### src/rtl/mem_ctrl_pkg.sv
// Shared constants for the SRAM arbiter: FSM state encoding, grantee encoding
// and the default timing/address parameters.
package mem_ctrl_pkg;

  localparam logic [1:0] ST_IDLE = 2'd0;
  localparam logic [1:0] ST_LO   = 2'd1;
  localparam logic [1:0] ST_HI   = 2'd2;
  localparam logic [1:0] ST_DONE = 2'd3;

  localparam logic GNT_IF  = 1'b0;
  localparam logic GNT_MEM = 1'b1;

  localparam int WAIT_CYCLES_DEF = 1;
  localparam int ADDR_BASE_DEF   = 1024;
  localparam int SRAM_AW_DEF     = 18;

endpackage

### src/rtl/sram_mem_arbiter_if.sv
// Pipeline-side bus of the SRAM arbiter: IF fetch port, MEM data port and the
// freeze outputs. The pipeline is the master, the arbiter is the slave.
interface sram_mem_arbiter_if;
  logic        if_req;
  logic [31:0] if_addr;
  logic [31:0] if_rdata;
  logic        if_ready;

  logic        mem_rd;
  logic        mem_wr;
  logic [31:0] mem_addr;
  logic [31:0] mem_wdata;
  logic [31:0] mem_rdata;
  logic        mem_ready;

  logic        freeze_if;
  logic        freeze_pipe;

  modport master (
    output if_req, if_addr, mem_rd, mem_wr, mem_addr, mem_wdata,
    input  if_rdata, if_ready, mem_rdata, mem_ready, freeze_if, freeze_pipe
  );

  modport slave (
    input  if_req, if_addr, mem_rd, mem_wr, mem_addr, mem_wdata,
    output if_rdata, if_ready, mem_rdata, mem_ready, freeze_if, freeze_pipe
  );
endinterface

### src/rtl/sram_mem_arbiter_phase_counter.sv
// Halfword phase timer: counts 0..WAIT_CYCLES while enabled and flags the last
// count of the phase.
module phase_counter #(
  parameter int WAIT_CYCLES = 1
) (
  input  logic clk,
  input  logic rst,
  input  logic clr,
  input  logic en,
  output logic tc
);

  logic [3:0] count;

  // NOTE: sequential state uses non-blocking assignments so every flop samples
  // pre-edge values regardless of block ordering.
  always_ff @(posedge clk or posedge rst) begin
    if (rst)
      count <= '0;
    else if (clr)
      count <= '0;
    else if (en)
      count <= count + 4'd1;
  end

  assign tc = en && (count == 4'(WAIT_CYCLES));

endmodule

### src/rtl/sram_mem_arbiter.sv
// Arbitrates one 16-bit SRAM between the IF fetch port and the MEM data port,
// splitting each 32-bit access into low and high halfword phases.
module sram_mem_arbiter
  import mem_ctrl_pkg::*;
#(
  parameter int WAIT_CYCLES = WAIT_CYCLES_DEF,
  parameter int ADDR_BASE   = ADDR_BASE_DEF,
  parameter int SRAM_AW     = SRAM_AW_DEF
) (
  input  logic                 clk,
  input  logic                 rst,
  sram_mem_arbiter_if.slave    bus,
  output logic                 busy,
  output logic [SRAM_AW-1:0]   sram_addr,
  output logic [15:0]          sram_wdata,
  input  logic [15:0]          sram_rdata,
  output logic                 sram_we_n
);

  logic [1:0]         state;
  logic               gnt;
  logic               op_wr;
  logic [SRAM_AW-2:0] waddr;
  logic [31:0]        wdata;
  logic [15:0]        lo_half;
  logic [31:0]        if_rdata_q;
  logic [31:0]        mem_rdata_q;

  logic               mem_req;
  logic               in_phase;
  logic               tc;
  logic [31:0]        req_addr;
  logic [31:0]        offset;

  assign mem_req  = bus.mem_rd | bus.mem_wr;
  assign in_phase = (state == ST_LO) || (state == ST_HI);

  // Byte offset from the SRAM window, wrapping in 32 bits; the shift drops
  // the byte lane and the slice keeps only the word bits the SRAM can hold.
  assign req_addr = mem_req ? bus.mem_addr : bus.if_addr;
  assign offset   = req_addr - 32'(ADDR_BASE);

  phase_counter #(.WAIT_CYCLES(WAIT_CYCLES)) u_phase_counter (
    .clk (clk),
    .rst (rst),
    .clr (tc),
    .en  (in_phase),
    .tc  (tc)
  );

  // NOTE: every register, including the data holding registers, is cleared by
  // the async reset so a reset mid-access leaves no stale read data visible.
  always_ff @(posedge clk or posedge rst) begin
    if (rst) begin
      state       <= ST_IDLE;
      gnt         <= GNT_IF;
      op_wr       <= 1'b0;
      waddr       <= '0;
      wdata       <= '0;
      lo_half     <= '0;
      if_rdata_q  <= '0;
      mem_rdata_q <= '0;
    end else begin
      case (state)
        ST_IDLE: begin
          if (mem_req) begin
            gnt   <= GNT_MEM;
            op_wr <= bus.mem_wr;
            waddr <= (SRAM_AW-1)'(offset >> 2);
            wdata <= bus.mem_wdata;
            state <= ST_LO;
          end else if (bus.if_req) begin
            gnt   <= GNT_IF;
            op_wr <= 1'b0;
            waddr <= (SRAM_AW-1)'(offset >> 2);
            state <= ST_LO;
          end
        end
        ST_LO: begin
          if (tc) begin
            if (!op_wr) lo_half <= sram_rdata;
            state <= ST_HI;
          end
        end
        ST_HI: begin
          if (tc) begin
            // The completed word is registered on entry to DONE so it is
            // already valid while ready is high.
            if (!op_wr) begin
              if (gnt == GNT_MEM) mem_rdata_q <= {sram_rdata, lo_half};
              else                if_rdata_q  <= {sram_rdata, lo_half};
            end
            state <= ST_DONE;
          end
        end
        default: state <= ST_IDLE;
      endcase
    end
  end

  // NOTE: all outputs of this block get a default first, so no path through
  // it can infer a latch.
  always_comb begin
    sram_addr  = '0;
    sram_wdata = '0;
    sram_we_n  = 1'b1;
    if (in_phase) begin
      sram_addr  = {waddr, (state == ST_HI)};
      sram_wdata = (state == ST_HI) ? wdata[31:16] : wdata[15:0];
      // Strobe released on the last count so address and data are held
      // stable across the rising edge of we_n.
      sram_we_n  = ~(op_wr & ~tc);
    end
  end

  assign busy          = (state != ST_IDLE);
  assign bus.if_ready  = (state == ST_DONE) && (gnt == GNT_IF);
  assign bus.mem_ready = (state == ST_DONE) && (gnt == GNT_MEM);
  assign bus.if_rdata  = if_rdata_q;
  assign bus.mem_rdata = mem_rdata_q;

  assign bus.freeze_pipe = mem_req & ~bus.mem_ready;
  assign bus.freeze_if   = bus.freeze_pipe | (bus.if_req & ~bus.if_ready);

endmodule

### src/flat_wrapper.sv
// flat-port wrapper written by rule: the top's interface ports become plain ports
module sram_mem_arbiter_flat import mem_ctrl_pkg::*;
#(
  parameter int WAIT_CYCLES = WAIT_CYCLES_DEF,
  parameter int ADDR_BASE   = ADDR_BASE_DEF,
  parameter int SRAM_AW     = SRAM_AW_DEF
)
  (clk, rst, busy, sram_addr, sram_wdata, sram_rdata, sram_we_n, bus_if_req, bus_if_addr, bus_mem_rd, bus_mem_wr, bus_mem_addr, bus_mem_wdata, bus_if_rdata, bus_if_ready, bus_mem_rdata, bus_mem_ready, bus_freeze_if, bus_freeze_pipe);
  sram_mem_arbiter_if bus_i ();
  input  logic clk;
  input  logic rst;
  output logic busy;
  output logic [SRAM_AW-1:0] sram_addr;
  output logic [15:0] sram_wdata;
  input  logic [15:0] sram_rdata;
  output logic sram_we_n;
  input wire logic [$bits(bus_i.if_req)-1:0] bus_if_req;
  input wire logic [$bits(bus_i.if_addr)-1:0] bus_if_addr;
  input wire logic [$bits(bus_i.mem_rd)-1:0] bus_mem_rd;
  input wire logic [$bits(bus_i.mem_wr)-1:0] bus_mem_wr;
  input wire logic [$bits(bus_i.mem_addr)-1:0] bus_mem_addr;
  input wire logic [$bits(bus_i.mem_wdata)-1:0] bus_mem_wdata;
  output wire logic [$bits(bus_i.if_rdata)-1:0] bus_if_rdata;
  output wire logic [$bits(bus_i.if_ready)-1:0] bus_if_ready;
  output wire logic [$bits(bus_i.mem_rdata)-1:0] bus_mem_rdata;
  output wire logic [$bits(bus_i.mem_ready)-1:0] bus_mem_ready;
  output wire logic [$bits(bus_i.freeze_if)-1:0] bus_freeze_if;
  output wire logic [$bits(bus_i.freeze_pipe)-1:0] bus_freeze_pipe;
  assign bus_i.if_req = bus_if_req;
  assign bus_i.if_addr = bus_if_addr;
  assign bus_i.mem_rd = bus_mem_rd;
  assign bus_i.mem_wr = bus_mem_wr;
  assign bus_i.mem_addr = bus_mem_addr;
  assign bus_i.mem_wdata = bus_mem_wdata;
  assign bus_if_rdata = bus_i.if_rdata;
  assign bus_if_ready = bus_i.if_ready;
  assign bus_mem_rdata = bus_i.mem_rdata;
  assign bus_mem_ready = bus_i.mem_ready;
  assign bus_freeze_if = bus_i.freeze_if;
  assign bus_freeze_pipe = bus_i.freeze_pipe;
  sram_mem_arbiter #(.WAIT_CYCLES(WAIT_CYCLES), .ADDR_BASE(ADDR_BASE), .SRAM_AW(SRAM_AW)) u_core (.clk(clk), .rst(rst), .bus(bus_i), .busy(busy), .sram_addr(sram_addr), .sram_wdata(sram_wdata), .sram_rdata(sram_rdata), .sram_we_n(sram_we_n));
endmodule
### config.mk
export PLATFORM = sky130hd
export DESIGN_NAME = sram_mem_arbiter_flat
export DESIGN_NICKNAME = d
export VERILOG_FILES = /design/src/rtl/mem_ctrl_pkg.sv /design/src/rtl/sram_mem_arbiter_if.sv /design/src/rtl/sram_mem_arbiter_phase_counter.sv /design/src/rtl/sram_mem_arbiter.sv /design/src/flat_wrapper.sv
export SDC_FILE = /design/constraint.sdc
export NUM_CORES = 1
export LEC_CHECK = 0
export CAP_MARGIN = 20
export CORE_MARGIN = 4
export CORE_UTILIZATION = 35
export CTS_BUF_LIST = sky130_fd_sc_hd__clkbuf_2 sky130_fd_sc_hd__clkbuf_4 sky130_fd_sc_hd__clkbuf_8
export DETAILED_ROUTE_END_ITERATION = 10
export GPL_TIMING_DRIVEN = 0
export PLACE_DENSITY_LB_ADDON = 0.1
export SYNTH_ARGS = -nofsm -noshare
export SYNTH_HDL_FRONTEND = slang
export SYNTH_HIERARCHICAL = 1
export SYNTH_SLANG_ARGS = --single-unit
### constraint.sdc
create_clock -name clk -period 10.3 [get_ports clk]
set_input_delay 1.545 -clock clk [delete_from_list [all_inputs] [get_ports clk]]
set_output_delay 1.545 -clock clk [all_outputs]
set_load 0.1 [all_outputs]
==> results.cfg, run 1 <==
[setup_path]
critical_path_class = input pin to output pin
reg2regPathDepth = 10
end_kind = output pin
rrSetupSlack_ns = 6.93
cp-start-kind = input pin
timing.critical_path.required_ns = 8.76
critPathBufInv = 4
crit_arrival_ns = 4.00
slowest_stage = clkdlybuf4s50_1
path_max_fanout = 10
cp_common_cell = clkdlybuf4s50_1
cpLargestDelayFamily = buffers and inverters
slowest_delay_ns = 1.17
path_cells = clkdlybuf4s50_1 > nor2_2 > buf_6 > buf_4 > o22ai_1 > clkdlybuf4s50_1
timing.rr.end = u_core/bus.if_rdata[5]
regToRegStartpoint = u_core/state[0]

[synthesis]
syn_inst = 455
syn-num-nets = 580
avgSynthCellArea_sq_um = 13.5
synth_edf_count = 0
ys_types = 43
yosys_warnings = 6
ys_seq_area_share_pct = 56.0
synth_ff_type = dfrtp_1
synthArstFlopShare_pct = 100
synth-seq-cells = 137
netlist_area_sq_um = 6130

[placement]
post-place-ws_ns = 4.74
dp_hpwl_um = 11300
dp_cells = 871
gp_congestion = 0.830
io_buffers = 190

[run]
maxCapViolCount = 0

[grt]
grt_max_degree = 84
grt_pass1_vias = 4625
grt_util_all_layers_pct = 15.8
grt_pass1_wl_um = 24600
grt_antenna_before_repair = 0
overflow = 0

[cts]
post_cts_buffers = 0
cts_hold_buf = 0
ctsResizeCount = 0
clock_path_buffers = 2
cts-root-buf = clkbuf_8
tritoncts = done
path_clk_slew_ns = 0.08
clock_sinks = 137
worstSkewPairLatency_ns = 0.43
htreeDepth = 4
cts_buffers = 17

[detailed_routing]
postRouteAntennaNets = 0
drt_iter0_drc = 95
vias_per_cell = 4.76
drc = 0
wl_per_cell_um = 17.0
wirelength_um = 15300
vias = 4294
first_pass_iters = 4

[cells_and_area]
n_antenna_cell = 0
fin_nets = 790
fillers = 1510
stdcell_count = 903
area_growth_pct = 42.7
fin_util_pct = 50.7
drive_above_1_share_pct = 26.3

[sta]
timing.final.crit_share_pct = 53.8
rsz0062_at_grt = false
setup-tns-final_ns = 0
max_freq_ghz = 0.180
setup_violations = 0
worstMarginPinSlew_ns = 1.04
max-slew-margin-rel_pct = 30.5
setup_slack_ns = 4.75
slew_viol_final = 0
fin_crit_ns = 5.55
fin_skew_ns = 0.0127
hold_viol = 0

[floorplanning]
die_area_sq_um = 19700
die_w_um = 140
num_rows = 48
die_h_um = 140
start_util_pct = 35.5
pin_count = 221
core_sq_um = 17200

[hold_path]
whs_endpoint = u_core/waddr[8]
min_from = u_core/waddr[8]
min_path_cells = 2
min_path_type = flop to flop

[status]
status = complete, no violations
[sequential cells by signal, indices dropped and copies added (netlist names)]
name and flops:
u_core/op_wr 1, u_core/wdata 32, u_core/gnt 1, u_core/bus.mem_rdata 32, u_core/waddr 17, u_core/lo_half 16, u_core/u_phase_counter/count 4, u_core/bus.if_rdata 32
u_core/state 2
[metrics by stage]
stage | instance area (sq um) | hold WS [ns]
floorplan | 6130 | 0.438
global placement | 8310 | 0.458
detailed placement | 8340 | 0.467
CTS | 8740 | 0.487
global route | 8740 | 0.507
finish | 8740 | 0.484
[cell usage after synthesis, drive strengths merged (2+ instances only)]
cell type | number | area [sq um]
clkbuf | 5 | 18.8
nor3 | 3 | 15.0
nand3 | 6 | 30.0
o31ai | 7 | 67.6
o32a | 2 | 20.0
or3 | 4 | 27.5
ha | 8 | 100
nor2b | 20 | 125
o211ai | 2 | 15.0
inv | 8 | 30.0
xor2 | 2 | 17.5
mux2i | 29 | 290
mux2 | 115 | 1300
nor2 | 7 | 28.8
buf | 17 | 130
a21oi | 2 | 10.0
dfrtp | 137 | 3430
or4 | 5 | 41.3
and2 | 18 | 113
o21ai | 13 | 65.1
nand3b | 2 | 15.0
nand2 | 31 | 119
o32ai | 2 | 25.0
[logic make-up after synthesis]
logic type | count (synthesis) | share of synthesized area (%)
AOI/OAI and AO/OA | 33 | 3.96
buffers and inverters | 30 | 2.92
adders and majority gates | 8 | 1.63
DFF | 137 | 56.0
muxes | 144 | 26.0
and+or+nand+nor | 100 | 9.11
xor gates and xnor gates | 3 | 0.429
[cells in the final DEF, fill, tap and decap left out, drive strengths merged, types with 3 or more instances in the layout]
master         instances
ha                     8
or3                    4
mux2i                 29
nor3                   3
dfrtp                137
inv                   11
nor2                   7
clkbuf                24
clkinvlp               5
clkinv                 3
nand3                  6
nand2                 31
mux2                 115
and2                  18
clkdlybuf4s50        190
o31ai                  7
nor2b                 20
or4                    5
buf                   18
o21ai                 13
[tightest hold or removal path, stage by stage (launching register included)]
cell and delay (ns):
dfrtp_1 0.35, nand2_1 0.05, nand2_1 0.05
[worst max-delay path by stage]
stage | cells after the start | from | to | slack [ns]
floorplan | 1 | rst | u_core/bus.if_rdata[0] | 5.20
global placement | 2 | rst | u_core/wdata[7] | 3.21
detailed placement | 6 | bus_mem_wr | bus_freeze_if | 4.74
CTS | 6 | bus_mem_wr | bus_freeze_if | 4.74
global route | 6 | bus_mem_wr | bus_freeze_if | 4.61
finish | 6 | bus_mem_wr | bus_freeze_if | 4.75
[per-layer routing]
metal / share of wire (%) / track usage, %
met1: 44 / 19.8
met2: 50 / 26.5
met5: 0 / 0
met3: 5.5 / 4.03
met4: 1.4 / 5.46
[final cells by class]
class | instances | area [sq um] | area share (%)
Tap cell | 225 | 282 | 3.22
Clock inverter | 13 | 143 | 1.63
Multi-Input combinational cell | 288 | 2520 | 28.8
Clock buffer | 19 | 255 | 2.92
Sequential cell | 137 | 3430 | 39.2
Buffer | 22 | 149 | 1.70
Inverter | 8 | 35.0 | 0.401
Timing Repair Buffer | 191 | 1930 | 22.1
Power of run 1 is left out: the tool's default activity adds up to more than one toggle a clock period on the data nets, which glitch-free logic cannot reach.
==> inputs of run 2 (changes only) <==
Clock period 10.3 ns to 5.6 ns, I/O delays scaled along.
==> results of run 2 <==
The final DEF is identical to that of run 1. Status: complete, no violations.
Among the figures that moved: setup slack after placement 4.74 ns -> 1.45 ns; setup slack after layout 4.75 ns -> 1.10 ns; start point of the critical path bus_mem_wr -> u_core/state[0]; end point of the critical path bus_freeze_if -> sram_we_n; register-to-register setup slack 6.93 ns -> 2.23 ns
Power of run 2 is left out for the same reason.
==> inputs of run 3 (changes only) <==
Clock period 5.6 ns to 3.6 ns, I/O delays scaled along.
==> run 3 against run 2 <==
Hold slack got worse by 0.078 ns. First-iteration DRC count fell by 34%. Cell area fell by 0.40%. Routed wire length barely moved. Sequential cell count did not move. Non-clock buffer count rose by 2. Register-to-register slack got worse by 1.7 ns. Worst setup slack got worse by 1.0 ns. Sequential share of layout area rose by 0.16 points. Utilization fell by 0.20 points. Highest routed layer unchanged.
==> results.cfg, run 3 (synthesis results as in run 1) <==
[status]
status = complete, no violations

[placement]
gp_congestion = 0.831
dp_cells = 873
io_buffers = 190
place_area_sq_um = 8370
dp_hpwl_um = 11500

[sta]
setup_violations = 0
fin_crit_ns = 3.52
setup-tns-final_ns = 0
hold_viol = 0
slew_viol_final = 0
rsz0062_at_grt = false
worstMarginPinSlew_ns = 1.05
timing.final.crit_share_pct = 97.8
max-slew-margin-rel_pct = 30.1
max_freq_ghz = 0.284
fin_skew_ns = 0.0115

[detailed_routing]
wl_per_cell_um = 16.9
postRouteAntennaNets = 0
drt_iter0_drc = 63
drc = 0
vias = 4281
first_pass_iters = 4
vias_per_cell = 4.74
wirelength_um = 15300

[grt]
overflow = 0
grt_pass1_wl_um = 24800
grt_pass1_vias = 4649
grt_antenna_before_repair = 0
grt_util_all_layers_pct = 16.0
grt_max_degree = 42

[floorplanning]
start_util_pct = 35.5
die_w_um = 140
core_sq_um = 17200
die_h_um = 140
die_area_sq_um = 19700
pin_count = 221
num_rows = 48

[setup_path]
reg2regPathDepth = 10
regToRegStartpoint = u_core/state[0]
rrSetupSlack_ns = 0.53
critical_path_class = input pin to output pin
end_kind = output pin
path_max_fanout = 10
timing.rr.end = u_core/bus.if_rdata[14]
timing.critical_path.required_ns = 3.06
cp-start-kind = input pin
crit_arrival_ns = 2.98

[cts]
worstSkewPairLatency_ns = 0.42
clock_sinks = 137
path_clk_slew_ns = 0.07
post_cts_buffers = 0
htreeDepth = 4
cts_hold_buf = 0
tritoncts = done
cts_buffers = 17
clock_path_buffers = 2
cts-root-buf = clkbuf_8

[cells_and_area]
final_cell_mix = 159 x clkdlybuf4s50_1, 137 x dfrtp_1, 113 x mux2_2, 30 x nand2_1, 29 x mux2i_1
drive_above_1_share_pct = 30.2
area_growth_pct = 42.1
finalInstanceArea_sq_um = 8710
fin_nets = 792
n_antenna_cell = 0
layout_commonest_cell = clkdlybuf4s50_1
fillers = 1531
stdcell_count = 904

[hold_path]
min_path_type = input pin to async pin

[run]
maxCapViolCount = 0
run 3: changes by cell type in the layout (fill, tap and decap cells not counted), moves of 3 or more:
cell,change
buf_12,+3
clkdlybuf4s15_1,+4
clkbuf_2,+24
inv_6,-3
clkdlybuf4s50_1,-31
run 3: final cells by class:
cell class	count	area, sq um	share of cell area [%]
Clock buffer	20	263	3.02
Clock inverter	11	171	1.97
Sequential cell	137	3430	39.4
Inverter	8	33.8	0.388
Multi-Input combinational cell	288	2530	29.1
Buffer	22	149	1.71
Tap cell	225	282	3.23
Timing Repair Buffer	193	1850	21.2
run 3: what timing repair did:
action | 4_1_cts | 5_1_grt
resized for setup | 32 | 55
pin swaps | 0 | 0
endpoints found under the setup margin | 29 | 31
run 3: per-stage QoR:
stage / utilization [%] / hold WS [ns] / setup slack, ns
final: 50.5 / 0.407 / 0.0807
after detailed placement: 48.6 / 0.462 / -0.264
after global routing: 50.5 / 0.383 / 0.000600
after global placement: 48.2 / 0.459 / -0.142
after CTS: 50.9 / 0.373 / 0.0456
after floorplan: - / 0.306 / 0.0207
run 3: worst max-delay path, stage by stage:
cell             delay (ns)
clkdlybuf4s50_1        0.65
nor2_2                 0.14
buf_6                  0.17
buf_4                  0.20
nor2_1                 0.12
clkdlybuf4s50_1        1.15
run 3: worst max-delay path by stage:
stage,startpoint,to,slack [ns],cells past startpoint
3_5_place_dp,u_core/state[0],sram_we_n,-0.26,7
4_1_cts,u_core/state[0],sram_wdata[13],0.05,7
2_1_floorplan,u_core/state[0],bus_freeze_if,0.02,3
5_1_grt,u_core/state[0],sram_addr[6],0.0006,5
3_3_place_gp,u_core/state[0],sram_we_n,-0.14,7
6_report,bus_mem_wr,bus_freeze_pipe,0.08,6
run 3: routing by layer:
layer  vias up  part of all wire (%)  GRT usage (%)
met1      2107                    43           20.0
met5         -                     0              0
met2       130                    49           26.4
li1       2030                     -              -
met3        14                   6.4           5.09
met4         0                   1.3           5.10
Power of run 3 is left out for the same reason.
